**src/rtl/l_buffer_preload_sequencer_if.sv**
```systemverilog
// Source-stream and latency-buffer load bus of the preload sequencer.
//  master : preprocess source + buffer side (drives source streams, observes strobes)
//  slave  : sequencer side (accepts source streams, drives buffer load strobes)
//  src_node/src_node_valid/src_node_ready : clause stream (CLA_LENGTH literal fields of PTR_W)
//  src_ptr/src_ptr_valid/src_ptr_ready    : pointer stream
//  lb_*                                   : per-cycle load strobes and data toward the buffer
interface l_buffer_preload_sequencer_if #(
  parameter int unsigned PTR_W      = 8,
  parameter int unsigned CLA_LENGTH = 3
);
  localparam int unsigned NODE_W = CLA_LENGTH * PTR_W;

  logic [NODE_W-1:0] src_node;
  logic              src_node_valid;
  logic              src_node_ready;
  logic [PTR_W-1:0]  src_ptr;
  logic              src_ptr_valid;
  logic              src_ptr_ready;
  logic [NODE_W-1:0] lb_clause;
  logic              lb_load_clause;
  logic              lb_change_engine;
  logic [PTR_W-1:0]  lb_ptr;
  logic              lb_load_ptr;

  modport master (
    output src_node, src_node_valid, src_ptr, src_ptr_valid,
    input  src_node_ready, src_ptr_ready,
    input  lb_clause, lb_load_clause, lb_change_engine, lb_ptr, lb_load_ptr
  );

  modport slave (
    input  src_node, src_node_valid, src_ptr, src_ptr_valid,
    output src_node_ready, src_ptr_ready,
    output lb_clause, lb_load_clause, lb_change_engine, lb_ptr, lb_load_ptr
  );
endinterface

```
**src/rtl/l_buffer_preload_sequencer.sv**
```systemverilog
// Transmit side of the latency-buffer preload protocol: drains a clause stream
// (engine by engine, with a change-engine pulse) and then a pointer stream,
// producing one-cycle load strobes one cycle after each accepted beat.
//  clock, reset   : rising-edge clock, asynchronous active-low reset
//  start, abort   : begin preload (IDLE only) / synchronous return to IDLE
//  cla_per_engine : clauses per engine, captured when start is accepted
//  bus            : source streams in, buffer load strobes out
//  engine_idx     : engine being loaded (clause or pointer phase)
//  busy, done     : not idle / one-cycle completion pulse
module l_buffer_preload_sequencer #(
  parameter int unsigned NUM_ENGINE  = 2,
  parameter int unsigned CLA_LENGTH  = 3,
  parameter int unsigned LIT_IDX_MAX = 4,
  parameter int unsigned CLQ_DEPTH   = 64,
  parameter int unsigned PTR_W       = 8
) (
  input  logic                          clock,
  input  logic                          reset,
  input  logic                          start,
  input  logic                          abort,
  input  logic [$clog2(CLQ_DEPTH):0]    cla_per_engine,
  l_buffer_preload_sequencer_if.slave   bus,
  output logic [$clog2(NUM_ENGINE):0]   engine_idx,
  output logic                          busy,
  output logic                          done
);
  localparam int unsigned CNT_W        = $clog2(CLQ_DEPTH) + 1;
  localparam int unsigned ENG_W        = $clog2(NUM_ENGINE) + 1;
  localparam int unsigned PTRS_PER_ENG = 2 * LIT_IDX_MAX;
  localparam int unsigned PTR_TOTAL    = NUM_ENGINE * PTRS_PER_ENG;
  localparam int unsigned PCNT_W       = $clog2(PTR_TOTAL) + 1;
  localparam int unsigned NODE_W       = CLA_LENGTH * PTR_W;

  typedef enum logic [2:0] {S_IDLE, S_CLA, S_GAP, S_PTR, S_FIN} state_t;

  state_t              state, state_nxt;
  logic [CNT_W-1:0]    cla_cfg, cla_cnt;
  logic [ENG_W-1:0]    eng_cnt;
  logic [PCNT_W-1:0]   ptr_cnt;
  logic [NODE_W-1:0]   clause_q;
  logic [PTR_W-1:0]    ptr_q;
  logic                load_clause_q, change_engine_q, load_ptr_q;
  logic                node_hs_c, ptr_hs_c, last_cla_c, last_ptr_c, eng_wrap_c;

  // Handshakes decoded from state directly rather than from the ready outputs.
  assign node_hs_c  = bus.src_node_valid && (state == S_CLA);
  assign ptr_hs_c   = bus.src_ptr_valid && (state == S_PTR);
  assign eng_wrap_c = (cla_cnt == cla_cfg - CNT_W'(1));
  assign last_cla_c = node_hs_c && eng_wrap_c && (eng_cnt == ENG_W'(NUM_ENGINE - 1));
  assign last_ptr_c = ptr_hs_c && (ptr_cnt == PCNT_W'(PTR_TOTAL - 1));

  // State register.
  always_ff @(posedge clock or negedge reset) begin
    if (!reset) state <= S_IDLE;
    else        state <= state_nxt;
  end

  // Next-state logic; abort overrides every transition.
  always_comb begin
    state_nxt = state;
    case (state)
      S_IDLE: if (start) state_nxt = (cla_per_engine != '0) ? S_CLA : S_GAP;
      S_CLA:  if (last_cla_c) state_nxt = S_GAP;
      S_GAP:  state_nxt = S_PTR;
      S_PTR:  if (last_ptr_c) state_nxt = S_FIN;
      S_FIN:  state_nxt = S_IDLE;
      default: state_nxt = S_IDLE;
    endcase
    if (abort) state_nxt = S_IDLE;
  end

  // State-decoded outputs.
  always_comb begin
    bus.src_node_ready = 1'b0;
    bus.src_ptr_ready  = 1'b0;
    busy               = (state != S_IDLE);
    done               = (state == S_FIN);
    engine_idx         = '0;
    case (state)
      S_CLA: begin
        bus.src_node_ready = 1'b1;
        engine_idx         = eng_cnt;
      end
      S_PTR: begin
        bus.src_ptr_ready = 1'b1;
        engine_idx        = ENG_W'(ptr_cnt / PCNT_W'(PTRS_PER_ENG));
      end
      default: ;
    endcase
  end

  // Counters, captured configuration and one-cycle-delayed load strobes.
  always_ff @(posedge clock or negedge reset) begin
    if (!reset) begin
      cla_cfg         <= '0;
      cla_cnt         <= '0;
      eng_cnt         <= '0;
      ptr_cnt         <= '0;
      clause_q        <= '0;
      ptr_q           <= '0;
      load_clause_q   <= 1'b0;
      change_engine_q <= 1'b0;
      load_ptr_q      <= 1'b0;
    end else if (abort) begin
      cla_cnt         <= '0;
      eng_cnt         <= '0;
      ptr_cnt         <= '0;
      load_clause_q   <= 1'b0;
      change_engine_q <= 1'b0;
      load_ptr_q      <= 1'b0;
    end else begin
      load_clause_q   <= node_hs_c;
      change_engine_q <= node_hs_c && (cla_cnt == '0) && (eng_cnt != '0);
      load_ptr_q      <= ptr_hs_c;
      if (node_hs_c) clause_q <= bus.src_node;
      if (ptr_hs_c)  ptr_q    <= bus.src_ptr;
      if ((state == S_IDLE) && start) begin
        cla_cfg <= cla_per_engine;
        cla_cnt <= '0;
        eng_cnt <= '0;
        ptr_cnt <= '0;
      end
      if (node_hs_c) begin
        if (eng_wrap_c) begin
          cla_cnt <= '0;
          eng_cnt <= eng_cnt + ENG_W'(1);
        end else begin
          cla_cnt <= cla_cnt + CNT_W'(1);
        end
      end
      if (ptr_hs_c) ptr_cnt <= ptr_cnt + PCNT_W'(1);
    end
  end

  assign bus.lb_clause        = clause_q;
  assign bus.lb_load_clause   = load_clause_q;
  assign bus.lb_change_engine = change_engine_q;
  assign bus.lb_ptr           = ptr_q;
  assign bus.lb_load_ptr      = load_ptr_q;
endmodule

```
**src/flat_wrapper.sv**
```systemverilog
// flat-port wrapper written by rule: the top's interface ports become plain ports
module l_buffer_preload_sequencer_flat 
#(
  parameter int unsigned NUM_ENGINE  = 2,
  parameter int unsigned CLA_LENGTH  = 3,
  parameter int unsigned LIT_IDX_MAX = 4,
  parameter int unsigned CLQ_DEPTH   = 64,
  parameter int unsigned PTR_W       = 8
)
  (clock, reset, start, abort, cla_per_engine, engine_idx, busy, done, bus_src_node, bus_src_node_valid, bus_src_ptr, bus_src_ptr_valid, bus_src_node_ready, bus_src_ptr_ready, bus_lb_clause, bus_lb_load_clause, bus_lb_change_engine, bus_lb_ptr, bus_lb_load_ptr);
  l_buffer_preload_sequencer_if #(.PTR_W(PTR_W), .CLA_LENGTH(CLA_LENGTH)) bus_i ();
  input  logic clock;
  input  logic reset;
  input  logic start;
  input  logic abort;
  input  logic [$clog2(CLQ_DEPTH):0] cla_per_engine;
  output logic [$clog2(NUM_ENGINE):0] engine_idx;
  output logic busy;
  output logic done;
  input wire logic [$bits(bus_i.src_node)-1:0] bus_src_node;
  input wire logic [$bits(bus_i.src_node_valid)-1:0] bus_src_node_valid;
  input wire logic [$bits(bus_i.src_ptr)-1:0] bus_src_ptr;
  input wire logic [$bits(bus_i.src_ptr_valid)-1:0] bus_src_ptr_valid;
  output wire logic [$bits(bus_i.src_node_ready)-1:0] bus_src_node_ready;
  output wire logic [$bits(bus_i.src_ptr_ready)-1:0] bus_src_ptr_ready;
  output wire logic [$bits(bus_i.lb_clause)-1:0] bus_lb_clause;
  output wire logic [$bits(bus_i.lb_load_clause)-1:0] bus_lb_load_clause;
  output wire logic [$bits(bus_i.lb_change_engine)-1:0] bus_lb_change_engine;
  output wire logic [$bits(bus_i.lb_ptr)-1:0] bus_lb_ptr;
  output wire logic [$bits(bus_i.lb_load_ptr)-1:0] bus_lb_load_ptr;
  assign bus_i.src_node = bus_src_node;
  assign bus_i.src_node_valid = bus_src_node_valid;
  assign bus_i.src_ptr = bus_src_ptr;
  assign bus_i.src_ptr_valid = bus_src_ptr_valid;
  assign bus_src_node_ready = bus_i.src_node_ready;
  assign bus_src_ptr_ready = bus_i.src_ptr_ready;
  assign bus_lb_clause = bus_i.lb_clause;
  assign bus_lb_load_clause = bus_i.lb_load_clause;
  assign bus_lb_change_engine = bus_i.lb_change_engine;
  assign bus_lb_ptr = bus_i.lb_ptr;
  assign bus_lb_load_ptr = bus_i.lb_load_ptr;
  l_buffer_preload_sequencer #(.NUM_ENGINE(NUM_ENGINE), .CLA_LENGTH(CLA_LENGTH), .LIT_IDX_MAX(LIT_IDX_MAX), .CLQ_DEPTH(CLQ_DEPTH), .PTR_W(PTR_W)) u_core (.clock(clock), .reset(reset), .start(start), .abort(abort), .cla_per_engine(cla_per_engine), .bus(bus_i), .engine_idx(engine_idx), .busy(busy), .done(done));
endmodule
```
**config.mk**
```make
export PLATFORM = sky130hd
export DESIGN_NAME = l_buffer_preload_sequencer_flat
export DESIGN_NICKNAME = d
export VERILOG_FILES = /design/src/rtl/l_buffer_preload_sequencer_if.sv /design/src/rtl/l_buffer_preload_sequencer.sv /design/src/flat_wrapper.sv
export SDC_FILE = /design/constraint.sdc
export NUM_CORES = 1
export LEC_CHECK = 0
export ABC_AREA = 1
export BUFFER_PORTS_ARGS = -buffer_cell sky130_fd_sc_hd__buf_2
export CAP_MARGIN = 20
export CORE_MARGIN = 5
export CORE_UTILIZATION = 55
export CTS_CLUSTER_SIZE = 25
export DETAILED_ROUTE_END_ITERATION = 8
export PLACE_DENSITY = 0.93
export SYNTH_ARGS = -nofsm -noshare
export SYNTH_HDL_FRONTEND = slang
export SYNTH_SLANG_ARGS = --single-unit
```
**constraint.sdc**
```tcl
create_clock -name clock -period 5.07 [get_ports clock]
set_input_delay 0.2535 -clock clock [delete_from_list [all_inputs] [get_ports clock]]
set_output_delay 0.2535 -clock clock [all_outputs]
set_load 0.1 [all_outputs]
```
==> results.json <==
{
  "status": "complete, no violations",
  "synthesis.nets": 411,
  "antenna_left": 0,
  "crit_type": "reg2out",
  "overflow": 0,
  "drc": 0,
  "io_buffers": 85,
  "routed_wl_mm": 7.00,
  "r2r-end": "u_core.cla_cnt[3]",
  "layout-drive-gt1-share": 0.256,
  "root_buffer": "clkbuf_8",
  "diodes": 0,
  "postSynthAreaPerCell_um2": 7.96,
  "ys_seq_elements": 59,
  "reg2reg_from": "u_core.state[2]",
  "io_pins": 86,
  "die_w_um": 82.1,
  "rsz0062_at_grt": "false",
  "h-tree-depth": 3,
  "dpl.cell_count": 507,
  "yosysSeqAreaShare": 0.517,
  "die_area_mm2": 0.00674,
  "syn_inst": 359,
  "row_count": 26,
  "post-cts-setup-buffer-count": 0,
  "viasPerCell": 4.99,
  "end_kind": "primary output",
  "cts_tree": "yes",
  "grt_usage": 0.229,
  "place_hpwl_mm": 5.00,
  "first_pass_iters": 4,
  "path_cells": "nor3_4 > inv_1 > o22ai_1 > buf_2",
  "reg2regPathDepth": 7,
  "layout.nets": 500,
  "post-route-period-util": 0.405,
  "grt_pass1_vias": 2673,
  "antenna_found_initial": 0,
  "yosysUniqueCellTypes": 29,
  "fin_ws_ns": 3.02,
  "crit_arrival_ns": 1.80,
  "finalCriticalPeriod_ns": 2.05,
  "startpoint_type": "flop",
  "start_util": 0.563,
  "worst_ep_required_time_ns": 4.82,
  "maxClockFrequency_ghz": 0.487,
  "post_cts_resized": 0,
  "hold_viol_final": 0,
  "tightest_slew_ns": 0.723,
  "setup_viol": 0,
  "cap_violations": 0,
  "nFillCells": 387,
  "post_drt_wl_per_cell_um": 13.4,
  "r2r_slack_ns": 3.16,
  "critPathTopFamily": "buffers and inverters",
  "final_cell_count_no_fill": 523,
  "clockBufferDepth": 2,
  "numCtsBuffers": 9,
  "clk_latency_ns": 0.34,
  "cp_max_fo": 4,
  "fp.dieH_um": 82.1,
  "cts.sinks": 59,
  "path_buf_inv": 2,
  "core_area_mm2": 0.00507,
  "syn-cell-area_mm2": 0.00286,
  "gp_congestion": 0.883,
  "vias": 2612,
  "grt_max_degree": 60,
  "setup_tns_ns": 0,
  "synth-warning-count": 0,
  "slew_headroom": 0.518,
  "grt_first_pass_wirelength_mm": 11.7,
  "place_ws_ns": 3.21,
  "syn2layout_area_growth_pct": 23.1,
  "critPathSlowestCell": "dfrtp_1",
  "drv_slew": 0,
  "initialDrtViolationCount": 167,
  "cpPeakStageDelay_ns": 0.45,
  "hold_class": "in2async",
  "whs_ns": 0.0550,
  "fin_skew_ns": 0.00857,
  "clkTransAtPathRegs_ns": 0.06,
  "ctsHoldBuffers": 0
}
## worst max-delay path by stage
stage | startpoint | depth (start not counted) | slack [ns] | end
after floorplan | u_core.state[2] | 3 | 1.46 | engine_idx[0]
after global placement | u_core.state[1] | 6 | 3.27 | u_core.cla_cfg[5]
after detailed placement | u_core.state[1] | 6 | 3.21 | u_core.cla_cfg[5]
after CTS | u_core.state[2] | 4 | 3.01 | engine_idx[0]
after global routing | u_core.state[2] | 4 | 2.91 | engine_idx[1]
final | u_core.state[2] | 4 | 3.02 | engine_idx[0]
## layer usage
metal  wire [µm]  vias up  GRT usage
li1            -     1287          -
met1        2670     1220      0.262
met2        3720       89      0.392
met3         490       16     0.0735
met4         123        0     0.0980
met5           0        -          0
## Yosys cell counts
cell type | count | area [µm²]
a21oi_1 | 5 | 25.0
ha_1 | 7 | 87.6
a21oi_2 | 1 | 8.76
o21ai_1 | 2 | 10.0
mux2_2 | 1 | 11.3
o22ai_1 | 8 | 50.1
nor3_1 | 5 | 25.0
nor3_4 | 1 | 16.3
o21ai_0 | 12 | 60.1
dfrtp_1 | 59 | 1480
o211ai_1 | 1 | 7.51
nor2_1 | 25 | 93.8
nand2_2 | 2 | 12.5
nor2_2 | 2 | 12.5
nor2_4 | 2 | 22.5
buf_6 | 1 | 11.3
clkbuf_1 | 1 | 3.75
inv_4 | 1 | 6.26
nor4_1 | 1 | 6.26
nand2_1 | 149 | 559
inv_2 | 4 | 15.0
xor2_1 | 4 | 35.0
nor2_8 | 1 | 20.0
nor3_2 | 1 | 10.0
and3_1 | 1 | 6.26
buf_2 | 6 | 30.0
inv_1 | 39 | 146
nand3_1 | 16 | 80.1
xnor2_1 | 1 | 8.76
## layout make-up
class,count,area [µm²],share of cell area
Sequential cell,59,1480,0.420
Multi-Input combinational cell,248,1170,0.332
Timing Repair Buffer,86,433,0.123
Inverter,44,168,0.0477
Clock buffer,11,131,0.0373
Tap cell,70,87.6,0.0249
Clock inverter,5,53.8,0.0153
## registers in the layout, summed over array words and instances (netlist names)
register,cells
u_core.eng_cnt,2
u_core.bus.lb_ptr,8
u_core.bus.lb_change_engine,1
u_core.bus.lb_clause,24
u_core.cla_cfg,7
u_core.ptr_cnt,5
u_core.state,3
u_core.bus.lb_load_clause,1
u_core.bus.lb_load_ptr,1
u_core.cla_cnt,7
## cells by family (layout without fill, tap and decap cells)
logic type,Yosys count,after routing,synth area share
flip-flops,59,59,0.517
multiplexers,1,1,0.00394
buffers and inverters,52,146,0.0744
XOR/XNOR,5,5,0.0153
AO/OA/AOI/OAI,29,29,0.0565
adder cells (fa/ha/maj),7,7,0.0306
AND/OR/NAND/NOR,206,206,0.303
## per-stage QoR
step                 util  cell area [µm²]
finish              0.693             3520
global route        0.693             3520
CTS                 0.693             3520
detailed placement  0.657             3330
global placement    0.657             3330
floorplan               -             2860
## placed cells by master, fill, tap and decap left out, drive strengths merged
cell and n:
a21oi 6, and3 1, buf 86, bufinv 1
clkbuf 11, clkinv 4, dfrtp 59, ha 7
inv 44, mux2 1, nand2 151, nand3 16
nor2 30, nor3 7, nor4 1, o211ai 1
o21ai 14, o22ai 8, xnor2 1, xor2 4
Power is left out: the tool's default activity adds up to more than one toggle a clock period on the data nets, which glitch-free logic cannot reach.
